File: src/rtl/gpu_draw_sched_if.sv
// Command bus between the host/command decoder and the draw scheduler.
// The master drives a command and its valid; the slave answers with ready.
interface gpu_draw_sched_if #(
  parameter int unsigned WIDTH_BITS   = 10,
  parameter int unsigned HEIGHT_BITS  = 9,
  parameter int unsigned CHANNEL_BITS = 8
) ();
  logic                    cmd_valid;
  logic                    cmd_ready;
  logic [1:0]              cmd_op;
  logic [WIDTH_BITS-1:0]   cmd_x1;
  logic [WIDTH_BITS-1:0]   cmd_x2;
  logic [HEIGHT_BITS-1:0]  cmd_y1;
  logic [HEIGHT_BITS-1:0]  cmd_y2;
  logic [CHANNEL_BITS-1:0] cmd_r;
  logic [CHANNEL_BITS-1:0] cmd_g;
  logic [CHANNEL_BITS-1:0] cmd_b;

  modport master (
    output cmd_valid, cmd_op, cmd_x1, cmd_x2, cmd_y1, cmd_y2, cmd_r, cmd_g, cmd_b,
    input  cmd_ready
  );

  modport slave (
    input  cmd_valid, cmd_op, cmd_x1, cmd_x2, cmd_y1, cmd_y2, cmd_r, cmd_g, cmd_b,
    output cmd_ready
  );
endinterface

File: src/rtl/gpu_draw_sched.sv
// Draw command scheduler for gpu_fill_rect: queues commands, normalises and clamps
// rectangle corners, pulses start and waits for done before issuing the next one.
module gpu_draw_sched #(
  parameter int unsigned WIDTH_BITS   = 10,
  parameter int unsigned HEIGHT_BITS  = 9,
  parameter int unsigned CHANNEL_BITS = 8,
  parameter int unsigned SCREEN_W     = 640,
  parameter int unsigned SCREEN_H     = 480,
  parameter int unsigned FIFO_DEPTH   = 4
) (
  input  logic                    clk,
  input  logic                    rst,
  gpu_draw_sched_if.slave         cmd,
  input  logic                    flush_i,
  input  logic                    eng_done_i,
  output logic [WIDTH_BITS-1:0]   x1_o,
  output logic [WIDTH_BITS-1:0]   x2_o,
  output logic [HEIGHT_BITS-1:0]  y1_o,
  output logic [HEIGHT_BITS-1:0]  y2_o,
  output logic [CHANNEL_BITS-1:0] r_o,
  output logic [CHANNEL_BITS-1:0] g_o,
  output logic [CHANNEL_BITS-1:0] b_o,
  output logic                    start_o,
  output logic                    idle_o,
  output logic [15:0]             cmd_cnt_o,
  output logic                    bad_cmd_o
);
  localparam int unsigned AddrW = $clog2(FIFO_DEPTH);
  localparam logic [WIDTH_BITS-1:0]  XMax = WIDTH_BITS'(SCREEN_W - 1);
  localparam logic [HEIGHT_BITS-1:0] YMax = HEIGHT_BITS'(SCREEN_H - 1);
  localparam logic [1:0] OpFill  = 2'd0;
  localparam logic [1:0] OpClear = 2'd1;
  localparam logic [1:0] OpNop   = 2'd2;

  typedef struct packed {
    logic [1:0]              op;
    logic [WIDTH_BITS-1:0]   x1;
    logic [WIDTH_BITS-1:0]   x2;
    logic [HEIGHT_BITS-1:0]  y1;
    logic [HEIGHT_BITS-1:0]  y2;
    logic [CHANNEL_BITS-1:0] r;
    logic [CHANNEL_BITS-1:0] g;
    logic [CHANNEL_BITS-1:0] b;
  } cmd_t;

  typedef enum logic [1:0] {StIdle, StLoad, StStart, StWait} state_e;

  cmd_t             mem_q [FIFO_DEPTH];
  cmd_t             in_cmd, head;
  logic [AddrW:0]   wr_ptr_q, wr_ptr_d, rd_ptr_q, rd_ptr_d;
  logic             empty, full, push, pop, load_en, cnt_inc;
  state_e           state_q, state_d;

  logic [WIDTH_BITS-1:0]   x1_q, x2_q, lo_x, hi_x;
  logic [HEIGHT_BITS-1:0]  y1_q, y2_q, lo_y, hi_y;
  logic [CHANNEL_BITS-1:0] r_q, g_q, b_q;
  logic [15:0]             cmd_cnt_q;

  // Pointers carry one extra wrap bit so full and empty are distinguishable.
  assign empty = (wr_ptr_q == rd_ptr_q);
  assign full  = (wr_ptr_q[AddrW] != rd_ptr_q[AddrW]) &&
                 (wr_ptr_q[AddrW-1:0] == rd_ptr_q[AddrW-1:0]);
  assign cmd.cmd_ready = !full;
  assign push  = cmd.cmd_valid && !full && !flush_i;

  assign in_cmd = '{op: cmd.cmd_op, x1: cmd.cmd_x1, x2: cmd.cmd_x2, y1: cmd.cmd_y1,
                    y2: cmd.cmd_y2, r: cmd.cmd_r, g: cmd.cmd_g, b: cmd.cmd_b};
  assign head   = mem_q[rd_ptr_q[AddrW-1:0]];

  always_ff @(posedge clk) begin
    if (push) mem_q[wr_ptr_q[AddrW-1:0]] <= in_cmd;
  end

  // Flush aligns read to the pre-push write pointer, dropping any same-cycle push too.
  always_comb begin
    wr_ptr_d = wr_ptr_q + {{AddrW{1'b0}}, push};
    rd_ptr_d = flush_i ? wr_ptr_q : rd_ptr_q + {{AddrW{1'b0}}, pop};
  end

  always_comb begin
    lo_x = (head.x1 < head.x2) ? head.x1 : head.x2;
    hi_x = (head.x1 < head.x2) ? head.x2 : head.x1;
    lo_y = (head.y1 < head.y2) ? head.y1 : head.y2;
    hi_y = (head.y1 < head.y2) ? head.y2 : head.y1;
    if (lo_x > XMax) lo_x = XMax;
    if (hi_x > XMax) hi_x = XMax;
    if (lo_y > YMax) lo_y = YMax;
    if (hi_y > YMax) hi_y = YMax;
  end

  always_comb begin
    state_d   = state_q;
    pop       = 1'b0;
    load_en   = 1'b0;
    cnt_inc   = 1'b0;
    start_o   = 1'b0;
    bad_cmd_o = 1'b0;
    unique case (state_q)
      StIdle: if (!empty) state_d = StLoad;
      StLoad: begin
        state_d = StIdle;
        // A flush between IDLE and LOAD can leave nothing to pop.
        if (!empty) begin
          pop = 1'b1;
          case (head.op)
            OpFill, OpClear: begin
              load_en = 1'b1;
              state_d = StStart;
            end
            OpNop:   ;
            default: bad_cmd_o = 1'b1;
          endcase
        end
      end
      StStart: begin
        start_o = 1'b1;
        state_d = StWait;
      end
      StWait: begin
        if (eng_done_i) begin
          cnt_inc = 1'b1;
          state_d = StIdle;
        end
      end
    endcase
  end

  always_ff @(posedge clk) begin
    if (rst) begin
      state_q   <= StIdle;
      wr_ptr_q  <= '0;
      rd_ptr_q  <= '0;
      cmd_cnt_q <= '0;
      x1_q      <= '0;
      x2_q      <= '0;
      y1_q      <= '0;
      y2_q      <= '0;
      r_q       <= '0;
      g_q       <= '0;
      b_q       <= '0;
    end else begin
      state_q  <= state_d;
      wr_ptr_q <= wr_ptr_d;
      rd_ptr_q <= rd_ptr_d;
      if (cnt_inc) cmd_cnt_q <= cmd_cnt_q + 16'd1;
      if (load_en) begin
        r_q <= head.r;
        g_q <= head.g;
        b_q <= head.b;
        if (head.op == OpClear) begin
          x1_q <= '0;
          y1_q <= '0;
          x2_q <= XMax;
          y2_q <= YMax;
        end else begin
          x1_q <= lo_x;
          y1_q <= lo_y;
          x2_q <= hi_x;
          y2_q <= hi_y;
        end
      end
    end
  end

  assign x1_o      = x1_q;
  assign x2_o      = x2_q;
  assign y1_o      = y1_q;
  assign y2_o      = y2_q;
  assign r_o       = r_q;
  assign g_o       = g_q;
  assign b_o       = b_q;
  assign cmd_cnt_o = cmd_cnt_q;
  assign idle_o    = (state_q == StIdle) && empty;
endmodule

File: src/flat_wrapper.sv
// flat-port wrapper written by rule: the top's interface ports become plain ports
module gpu_draw_sched_flat 
#(
  parameter int unsigned WIDTH_BITS   = 10,
  parameter int unsigned HEIGHT_BITS  = 9,
  parameter int unsigned CHANNEL_BITS = 8,
  parameter int unsigned SCREEN_W     = 640,
  parameter int unsigned SCREEN_H     = 480,
  parameter int unsigned FIFO_DEPTH   = 4
)
  (clk, rst, flush_i, eng_done_i, x1_o, x2_o, y1_o, y2_o, r_o, g_o, b_o, start_o, idle_o, cmd_cnt_o, bad_cmd_o, cmd_cmd_valid, cmd_cmd_op, cmd_cmd_x1, cmd_cmd_x2, cmd_cmd_y1, cmd_cmd_y2, cmd_cmd_r, cmd_cmd_g, cmd_cmd_b, cmd_cmd_ready);
  gpu_draw_sched_if #(.WIDTH_BITS(WIDTH_BITS), .HEIGHT_BITS(HEIGHT_BITS), .CHANNEL_BITS(CHANNEL_BITS)) cmd_i ();
  input  logic clk;
  input  logic rst;
  input  logic flush_i;
  input  logic eng_done_i;
  output logic [WIDTH_BITS-1:0] x1_o;
  output logic [WIDTH_BITS-1:0] x2_o;
  output logic [HEIGHT_BITS-1:0] y1_o;
  output logic [HEIGHT_BITS-1:0] y2_o;
  output logic [CHANNEL_BITS-1:0] r_o;
  output logic [CHANNEL_BITS-1:0] g_o;
  output logic [CHANNEL_BITS-1:0] b_o;
  output logic start_o;
  output logic idle_o;
  output logic [15:0] cmd_cnt_o;
  output logic bad_cmd_o;
  input wire logic [$bits(cmd_i.cmd_valid)-1:0] cmd_cmd_valid;
  input wire logic [$bits(cmd_i.cmd_op)-1:0] cmd_cmd_op;
  input wire logic [$bits(cmd_i.cmd_x1)-1:0] cmd_cmd_x1;
  input wire logic [$bits(cmd_i.cmd_x2)-1:0] cmd_cmd_x2;
  input wire logic [$bits(cmd_i.cmd_y1)-1:0] cmd_cmd_y1;
  input wire logic [$bits(cmd_i.cmd_y2)-1:0] cmd_cmd_y2;
  input wire logic [$bits(cmd_i.cmd_r)-1:0] cmd_cmd_r;
  input wire logic [$bits(cmd_i.cmd_g)-1:0] cmd_cmd_g;
  input wire logic [$bits(cmd_i.cmd_b)-1:0] cmd_cmd_b;
  output wire logic [$bits(cmd_i.cmd_ready)-1:0] cmd_cmd_ready;
  assign cmd_i.cmd_valid = cmd_cmd_valid;
  assign cmd_i.cmd_op = cmd_cmd_op;
  assign cmd_i.cmd_x1 = cmd_cmd_x1;
  assign cmd_i.cmd_x2 = cmd_cmd_x2;
  assign cmd_i.cmd_y1 = cmd_cmd_y1;
  assign cmd_i.cmd_y2 = cmd_cmd_y2;
  assign cmd_i.cmd_r = cmd_cmd_r;
  assign cmd_i.cmd_g = cmd_cmd_g;
  assign cmd_i.cmd_b = cmd_cmd_b;
  assign cmd_cmd_ready = cmd_i.cmd_ready;
  gpu_draw_sched #(.WIDTH_BITS(WIDTH_BITS), .HEIGHT_BITS(HEIGHT_BITS), .CHANNEL_BITS(CHANNEL_BITS), .SCREEN_W(SCREEN_W), .SCREEN_H(SCREEN_H), .FIFO_DEPTH(FIFO_DEPTH)) u_core (.clk(clk), .rst(rst), .cmd(cmd_i), .flush_i(flush_i), .eng_done_i(eng_done_i), .x1_o(x1_o), .x2_o(x2_o), .y1_o(y1_o), .y2_o(y2_o), .r_o(r_o), .g_o(g_o), .b_o(b_o), .start_o(start_o), .idle_o(idle_o), .cmd_cnt_o(cmd_cnt_o), .bad_cmd_o(bad_cmd_o));
endmodule
File: config.mk
export PLATFORM = sky130hd
export DESIGN_NAME = gpu_draw_sched_flat
export DESIGN_NICKNAME = d
export VERILOG_FILES = /design/src/rtl/gpu_draw_sched_if.sv /design/src/rtl/gpu_draw_sched.sv /design/src/flat_wrapper.sv
export SDC_FILE = /design/constraint.sdc
export NUM_CORES = 1
export LEC_CHECK = 0
export CORE_ASPECT_RATIO = 0.6
export CORE_UTILIZATION = 43
export CTS_CLUSTER_SIZE = 12
export DETAILED_ROUTE_END_ITERATION = 6
export PLACE_DENSITY_LB_ADDON = 0.08
export SETUP_SLACK_MARGIN = 0.1
export SLEW_MARGIN = 20
export SYNTH_ARGS = -nofsm -noshare
export SYNTH_HDL_FRONTEND = slang
export SYNTH_SLANG_ARGS = --single-unit
File: constraint.sdc
create_clock -name clk -period 8.01 [get_ports clk]
set_clock_uncertainty 0.2 [all_clocks]
set_input_delay 1.2015 -clock clk [delete_from_list [all_inputs] [get_ports clk]]
set_output_delay 1.2015 -clock clk [all_outputs]
set_load 0.05 [all_outputs]
==> results of run 1 <==
registers in the layout, indices dropped and copies added, names as in the netlist, 8 cells and up, named ones only:
register and count:
u_core.x2_o 10, u_core.mem_q 256, u_core.g_o 8, u_core.y1_o 9, u_core.y2_o 9, u_core.b_o 8
u_core.x1_o 10, u_core.r_o 8, u_core.cmd_cnt_o 16
cell type report:
cell class | instances | share of cell area
Sequential cell | 342 | 0.574
Multi-Input combinational cell | 429 | 0.230
Timing Repair Buffer | 163 | 0.0972
Clock buffer | 59 | 0.0615
Tap cell | 408 | 0.0311
Inverter | 20 | 0.00458
Clock inverter | 4 | 0.00107
metal layers:
layer | share of wire | routed length, µm | GRT usage
met5 | 0 | 0 | 0
met4 | 0.013 | 371 | 0.0439
met1 | 0.50 | 14700 | 0.286
met2 | 0.44 | 13000 | 0.277
met3 | 0.042 | 1240 | 0.0366
stage by stage:
step	cells	worst slack [ns]	hold slack (ns)
floorplan	833	1.05	0.271
global placement	1362	3.36	0.246
detailed placement	1362	3.34	0.247
CTS	1425	2.78	0.255
global route	1425	2.65	0.272
finish	1425	2.94	0.253
cell usage after synthesis (all sizes together) (2+ instances only):
master,n,area [µm²]
mux2i,20,200
o21ai,8,43.8
o211ai,7,52.6
nand3b,5,37.5
dfxtp,86,1720
or3,2,17.5
nand3,8,40.0
xnor2,7,61.3
nand4,5,31.3
mux4,63,1420
edfxtp,256,7690
o31ai,4,30.0
and3,6,37.5
nor3b,4,30.0
and4,5,43.8
a21oi,34,170
nor2b,3,18.8
xor2,13,114
buf,18,128
a211oi,3,22.5
a2111oi,11,126
and2,6,37.5
a21o,7,52.6
nor4,2,27.5
a221oi,2,30.0
nand2,83,319
mux2,7,78.8
clkbuf,24,90.1
nor3,20,111
nor2,61,229
ha,22,275
inv,20,75.1
nand2b,4,25.0
cells by family (layout without fill, tap and decap cells):
family | after synthesis | in the layout | share of synthesized area
flops | 342 | 342 | 0.700
simple gates | 216 | 216 | 0.0759
mux | 90 | 90 | 0.126
compound gates | 81 | 81 | 0.0429
buf+inv | 62 | 246 | 0.0218
fa+ha+maj | 22 | 22 | 0.0205
xor+xnor | 20 | 20 | 0.0130
cell usage in the layout (no fill, tap or decap), types with 8 or more instances in the layout:
cell type,n
a21oi_1,34
buf_4,13
clkbuf_1,22
clkbuf_16,37
clkdlybuf4s50_1,149
dfxtp_1,84
edfxtp_1,256
ha_1,22
inv_1,20
mux2i_1,20
mux4_2,63
nand2_1,82
nand3_1,8
nor2_1,59
nor3_1,18
xor2_1,13
worst register-to-register path, delay by kind of cell, from the launching register on:
kind | cells | cell delay, ns
adder cells (fa/ha/maj) | 1 | 0.34
buffers and inverters | 1 | 0.68
flip-flops | 1 | 0.89
AND/OR/NAND/NOR | 4 | 0.96
multiplexers | 1 | 0.68
AO/OA/AOI/OAI | 2 | 0.65
how the worst max path moves through the flow:
stage                                   from  cells past startpoint  slack, ns            endpoint
after global placement    u_core.rd_ptr_q[0]                      4       3.36           bad_cmd_o
final                     u_core.rd_ptr_q[0]                      4       2.94           bad_cmd_o
after CTS                 u_core.rd_ptr_q[0]                      4       2.78           bad_cmd_o
after floorplan           u_core.rd_ptr_q[0]                      6       1.05  u_core.mem_q[1][0]
after detailed placement  u_core.rd_ptr_q[0]                      9       3.34      u_core.x1_o[6]
after global routing      u_core.rd_ptr_q[0]                      4       2.65           bad_cmd_o
report_power, final:
| part | total, mW | internal, mW | switching, mW | leakage (nW) |
|---|---|---|---|---|
| registers | 1.96 | 1.94 | 0.0194 | 3.02 |
| logic | 0.297 | 0.128 | 0.168 | 1.85 |
| clock network | 1.49 | 0.856 | 0.639 | 0.493 |
| total | 3.75 | 2.92 | 0.827 | 5.36 |
==> metrics.csv, run 1 <==
stage,metric,value,unit
clocking,cts_resized,0,
route,wl_per_cell,20.6,µm
min_path,min_to,u_core.b_o[0],
timing,slew_headroom,0.398,
floorplanning,core.rowCount,49,
critical_path,startpoint_type,flip-flop,
floorplanning,die-area,32000,µm²
min_path,hold_class,reg -> reg,
critical_path,cp.required,6.61,ns
global_route,track_usage,0.188,
global_route,grt_pass1_vias,7550,
clocking,ctsHoldBuffers,0,
synth,synth_flop_cell,edfxtp_1,
timing,drv_slew,0,
synth,synth_cell_types,50,
min_path,hp-start,u_core.b_o[0],
global_route,overflow,0,
timing,period_minus_slack,5.07,ns
pwr,leakagePower,5.36,nW
critical_path,worstPathCellList,buf_4 > mux4_2 > and3_1 > clkdlybuf4s50_1,
critical_path,critical_path.max_stage_delay,0.89,ns
run_status,status,"finished, final reports clean",
synth,syn_nets,924,
timing,tns,0,ns
final_layout,nets,1082,
route,drcViolationCount,0,
placed_design,port_buffers,150,
global_route,grt_start_max_net_pins,71,
clocking,cts_root_buf,clkbuf_16,
critical_path,critPathSlowestCell,dfxtp_4,
final_layout,fin_util,0.540,
clocking,insertion_delay,0.52,ns
clocking,numCtsBuffers,35,
critical_path,r2r-start,u_core.rd_ptr_q[0],
route,via_count,7503,
final_layout,fill_cells,2490,
critical_path,path_buf_inv,2,
timing,setup_viol,0,
critical_path,r2r_slack,3.49,ns
clocking,clk_pin_slew,0.06,ns
global_route,grt_antenna_before_repair,0,
floorplanning,fp.dieW,230,µm
critical_path,critPathCaptureType,output port,
synth,synthCells,833,
route,wirelength,29300,µm
pwr,power-per-cell-area,229,nW/µm²
pwr,ir_drop,0.156,mV
job,maxCapViolations,0,
clocking,cts.sinks,342,
timing,fin_crit_sh,0.633,
clocking,post-cts-setup-buffer-count,0,
timing,rsz0062_at_grt,no,
floorplanning,initial_utilization,0.443,
critical_path,r2r-end,u_core.x1_o[6],
timing,worstMarginPinSlew,0.903,ns
synth,ys_warn_count,0,
clocking,clockBufferDepth,3,
synth,synth-edff-count,256,
timing,finalHoldViolCount,0,
placed_design,gp_congestion,0.751,
final_layout,syn2layout_area_growth,21.9,%
floorplanning,fp.dieH,139,µm
floorplanning,io_pins,151,
critical_path,path_class,reg -> out,
synth,yosysSeqAreaShare,0.700,
critical_path,path_max_fanout,37,
final_layout,drive_gt1_frac,0.141,
final_layout,regArea,9410,µm²
critical_path,path_delay_family,buffers and inverters,
synth,synthArstFlopShare,0,
floorplanning,core_area,30300,µm²
synth,ys_seq_elements,342,
placed_design,dpl.hpwl,18300,µm
route,vias_per_cell,5.27,
synth,syn-cell-area,13400,µm²
min_path,min_path_cells,2,
timing,fmax,0.197,GHz
critical_path,worstRegToRegCells,9,
placed_design,placed_cell_area,15400,µm²
final_layout,multiInputGateArea,3770,µm²
final_layout,diodes,0,
global_route,grt_pass1_wl,45700,µm
clocking,cts_tree,yes,
final_layout,stdcell_area,16400,µm²
synth,avgSynthCellArea,16.1,µm²
route,drtIter0Drc,482,
pwr,total_power,3.75,mW
critical_path,crit_arrival,3.67,ns
clocking,htreeDepth,2,
route,drtPass1Iterations,5,
route,ant_nets,0,
Note: power is estimated with default switching activity, not from simulation.
==> inputs of run 2 (changes only) <==
==> constraint.sdc (replaced) <==
create_clock -name clk -period 4.8 [get_ports clk]
set_clock_uncertainty 0.2 [all_clocks]
set_input_delay 0.72 -clock clk [delete_from_list [all_inputs] [get_ports clk]]
set_output_delay 0.72 -clock clk [all_outputs]
set_load 0.05 [all_outputs]
==> run 2 against run 1 <==
- register-to-register slack got worse by 2.5 ns
- sequential power grew 67%
- via count rose by 0.67%
- sequential share of layout area fell by 0.69 points
- combinational power grew 69%
- core utilization increased by 0.68 points
- hold slack is essentially flat
- first-iteration DRC count is 1.9% lower
- die area unchanged
- largest cell class unchanged
- highest routed layer is now met5
==> metrics.csv, run 2 (same netlist as run 1, synthesis figures left out) <==
stage,metric,value,unit,change
run_status,status,"finished, final reports clean",,
timing,worst_hold_slack,0.252,ns,-0.000408 ns
placed_design,dpl.hpwl,18800,µm,+2.6%
critical_path,r2r_slack,1.04,ns,-2.45 ns
job,maxCapViolations,0,,unchanged
clocking,htreeDepth,2,,unchanged
critical_path,worstPathCellList,buf_4 > buf_4 > mux4_2 > and3_1 > clkdlybuf4s50_1,,
timing,drv_slew,0,,unchanged
route,drtPass1Iterations,4,,-1
timing,fmax,0.247,GHz,
critical_path,critPathSlowestCell,clkdlybuf4s50_1,,
floorplanning,die-area,32000,µm²,unchanged
pwr,total_power,6.44,mW,+72%
timing,setup_viol,0,,unchanged
timing,rsz0062_at_grt,no,,
global_route,track_usage,0.187,,-0.000311
route,drcViolationCount,0,,unchanged
final_layout,fill_cells,2484,,-0.24%
route,wirelength,29300,µm,+0.11%
placed_design,gp_congestion,0.776,,+3.3%
route,via_count,7553,,+0.67%
timing,worstMarginPinSlew,0.903,ns,+0.000743 ns
critical_path,path_class,reg -> out,,
critical_path,crit_arrival,3.13,ns,-0.54 ns
critical_path,cp_common_cell,buf_4,,
clocking,numCtsBuffers,36,,+2.9%
critical_path,path_max_fanout,29,,-22%
critical_path,critical_path.max_stage_delay,0.71,ns,-0.18 ns
pwr,power-per-cell-area,388,nW/µm²,+70%
final_layout,drive_gt1_frac,0.154,,+0.0132
route,wl_per_cell,20.5,µm,-0.59%
global_route,grt_start_max_net_pins,72,,+1.4%
timing,fin_crit_sh,0.844,,
floorplanning,core_area,30300,µm²,unchanged
floorplanning,initial_utilization,0.443,,unchanged
final_layout,nets,1092,,+0.92%
final_layout,final_common_cell,edfxtp_1,,
global_route,overflow,0,,unchanged
clocking,cts_tree,yes,,
timing,finalHoldViolCount,0,,unchanged
floorplanning,core.rowCount,49,,unchanged
pwr,ir_drop,0.262,mV,+68%
floorplanning,io_pins,151,,unchanged
clocking,post-cts-setup-buffer-count,0,,unchanged
critical_path,critPathCaptureType,output port,,
timing,period_minus_slack,4.05,ns,
global_route,grt_pass1_wl,45500,µm,-0.42%
timing,slew_headroom,0.398,,-0.000496
global_route,grt_antenna_before_repair,2,,+2
floorplanning,fp.dieW,230,µm,unchanged
pwr,leakagePower,5.46,nW,+1.9%
final_layout,layout_common_cells,"edfxtp_1, clkdlybuf4s50_1, dfxtp_1",,
final_layout,multiInputGateArea,3780,µm²,+0.33%
clocking,clockBufferDepth,3,,unchanged
timing,tns,0,ns,unchanged
critical_path,cp.required,3.88,ns,-2.73 ns
clocking,ctsHoldBuffers,0,,unchanged
final_layout,fin_util,0.547,,+0.00676
critical_path,crit_start,u_core.rd_ptr_q[1],,
route,vias_per_cell,5.26,,about the same
min_path,hold_class,reg -> reg,,
global_route,grt_pass1_vias,7594,,+0.58%
placed_design,port_buffers,150,,unchanged
route,ant_nets,0,,unchanged
final_layout,regArea,9420,µm²,about the same
clocking,insertion_delay,0.52,ns,about the same
clocking,cts_root_buf,clkbuf_16,,
final_layout,diodes,0,,unchanged
clocking,cts_resized,0,,unchanged
min_path,hp-start,u_core.b_o[2],,
critical_path,startpoint_type,flip-flop,,
floorplanning,fp.dieH,139,µm,unchanged
route,drtIter0Drc,473,,-1.9%
critical_path,r2r-start,u_core.rd_ptr_q[0],,
final_layout,syn2layout_area_growth,23.4,%,
clocking,clk_pin_slew,0.06,ns,about the same
clocking,cts.sinks,342,,unchanged
final_layout,largest_reg_flops,256,,unchanged
## run 2: cell count changes in the layout (fill, tap and decap cells not counted), moves of 2 or more
cell | before | now
clkinv_1 | 2 | 0
buf_12 | 0 | 2
buf_4 | 13 | 20
clkbuf_1 | 22 | 19
clkbuf_8 | 0 | 3
## run 2: metrics by stage
stage	instances	setup slack (ns)	cell area, µm²
2_1_floorplan	833	0.0770	13500
3_3_place_gp	1371	1.03	15500
3_5_place_dp	1371	0.992	15500
4_1_cts	1435	0.658	16600
5_1_grt	1435	0.524	16600
6_report	1435	0.748	16600
## run 2: worst paths after layout
| check | end | depth (start not counted) |
|---|---|---|
| max | bad_cmd_o | 5 |
| min reg2reg | u_core.b_o[2] | 2 |
| min | u_core.b_o[2] | 2 |
| max reg2reg | u_core.x1_o[5] | 9 |
## run 2: area by class of cell
cell class,instances,area share
clock inverters,4,0.00362
repair buffers,172,0.102
multi-input cells,429,0.228
clock buffers,60,0.0641
inverters,20,0.00452
well taps,408,0.0308
flip-flops and latches,342,0.567
## run 2: power by group
| part | internal [mW] | switching (mW) | leakage, nW |
|---|---|---|---|
| registers | 3.24 | 0.0298 | 3.02 |
| clock network | 1.57 | 1.10 | 0.542 |
| logic | 0.220 | 0.282 | 1.90 |
| total | 5.03 | 1.41 | 5.46 |
## run 2: critical path: cells and delay by family (launching register included)
kind                   cells  cell delay, ns
buffers and inverters      3            1.29
DFF                        1            0.67
muxes                      1            0.40
and+or+nand+nor            1            0.21
## run 2: per-layer routing
metal,vias to the layer above,global-route usage,share of wire
met3,44,0.0372,0.039
met5,-,0,0.00044
met1,3849,0.279,0.50
li1,3521,-,-
met4,2,0.0415,0.014
met2,137,0.284,0.45
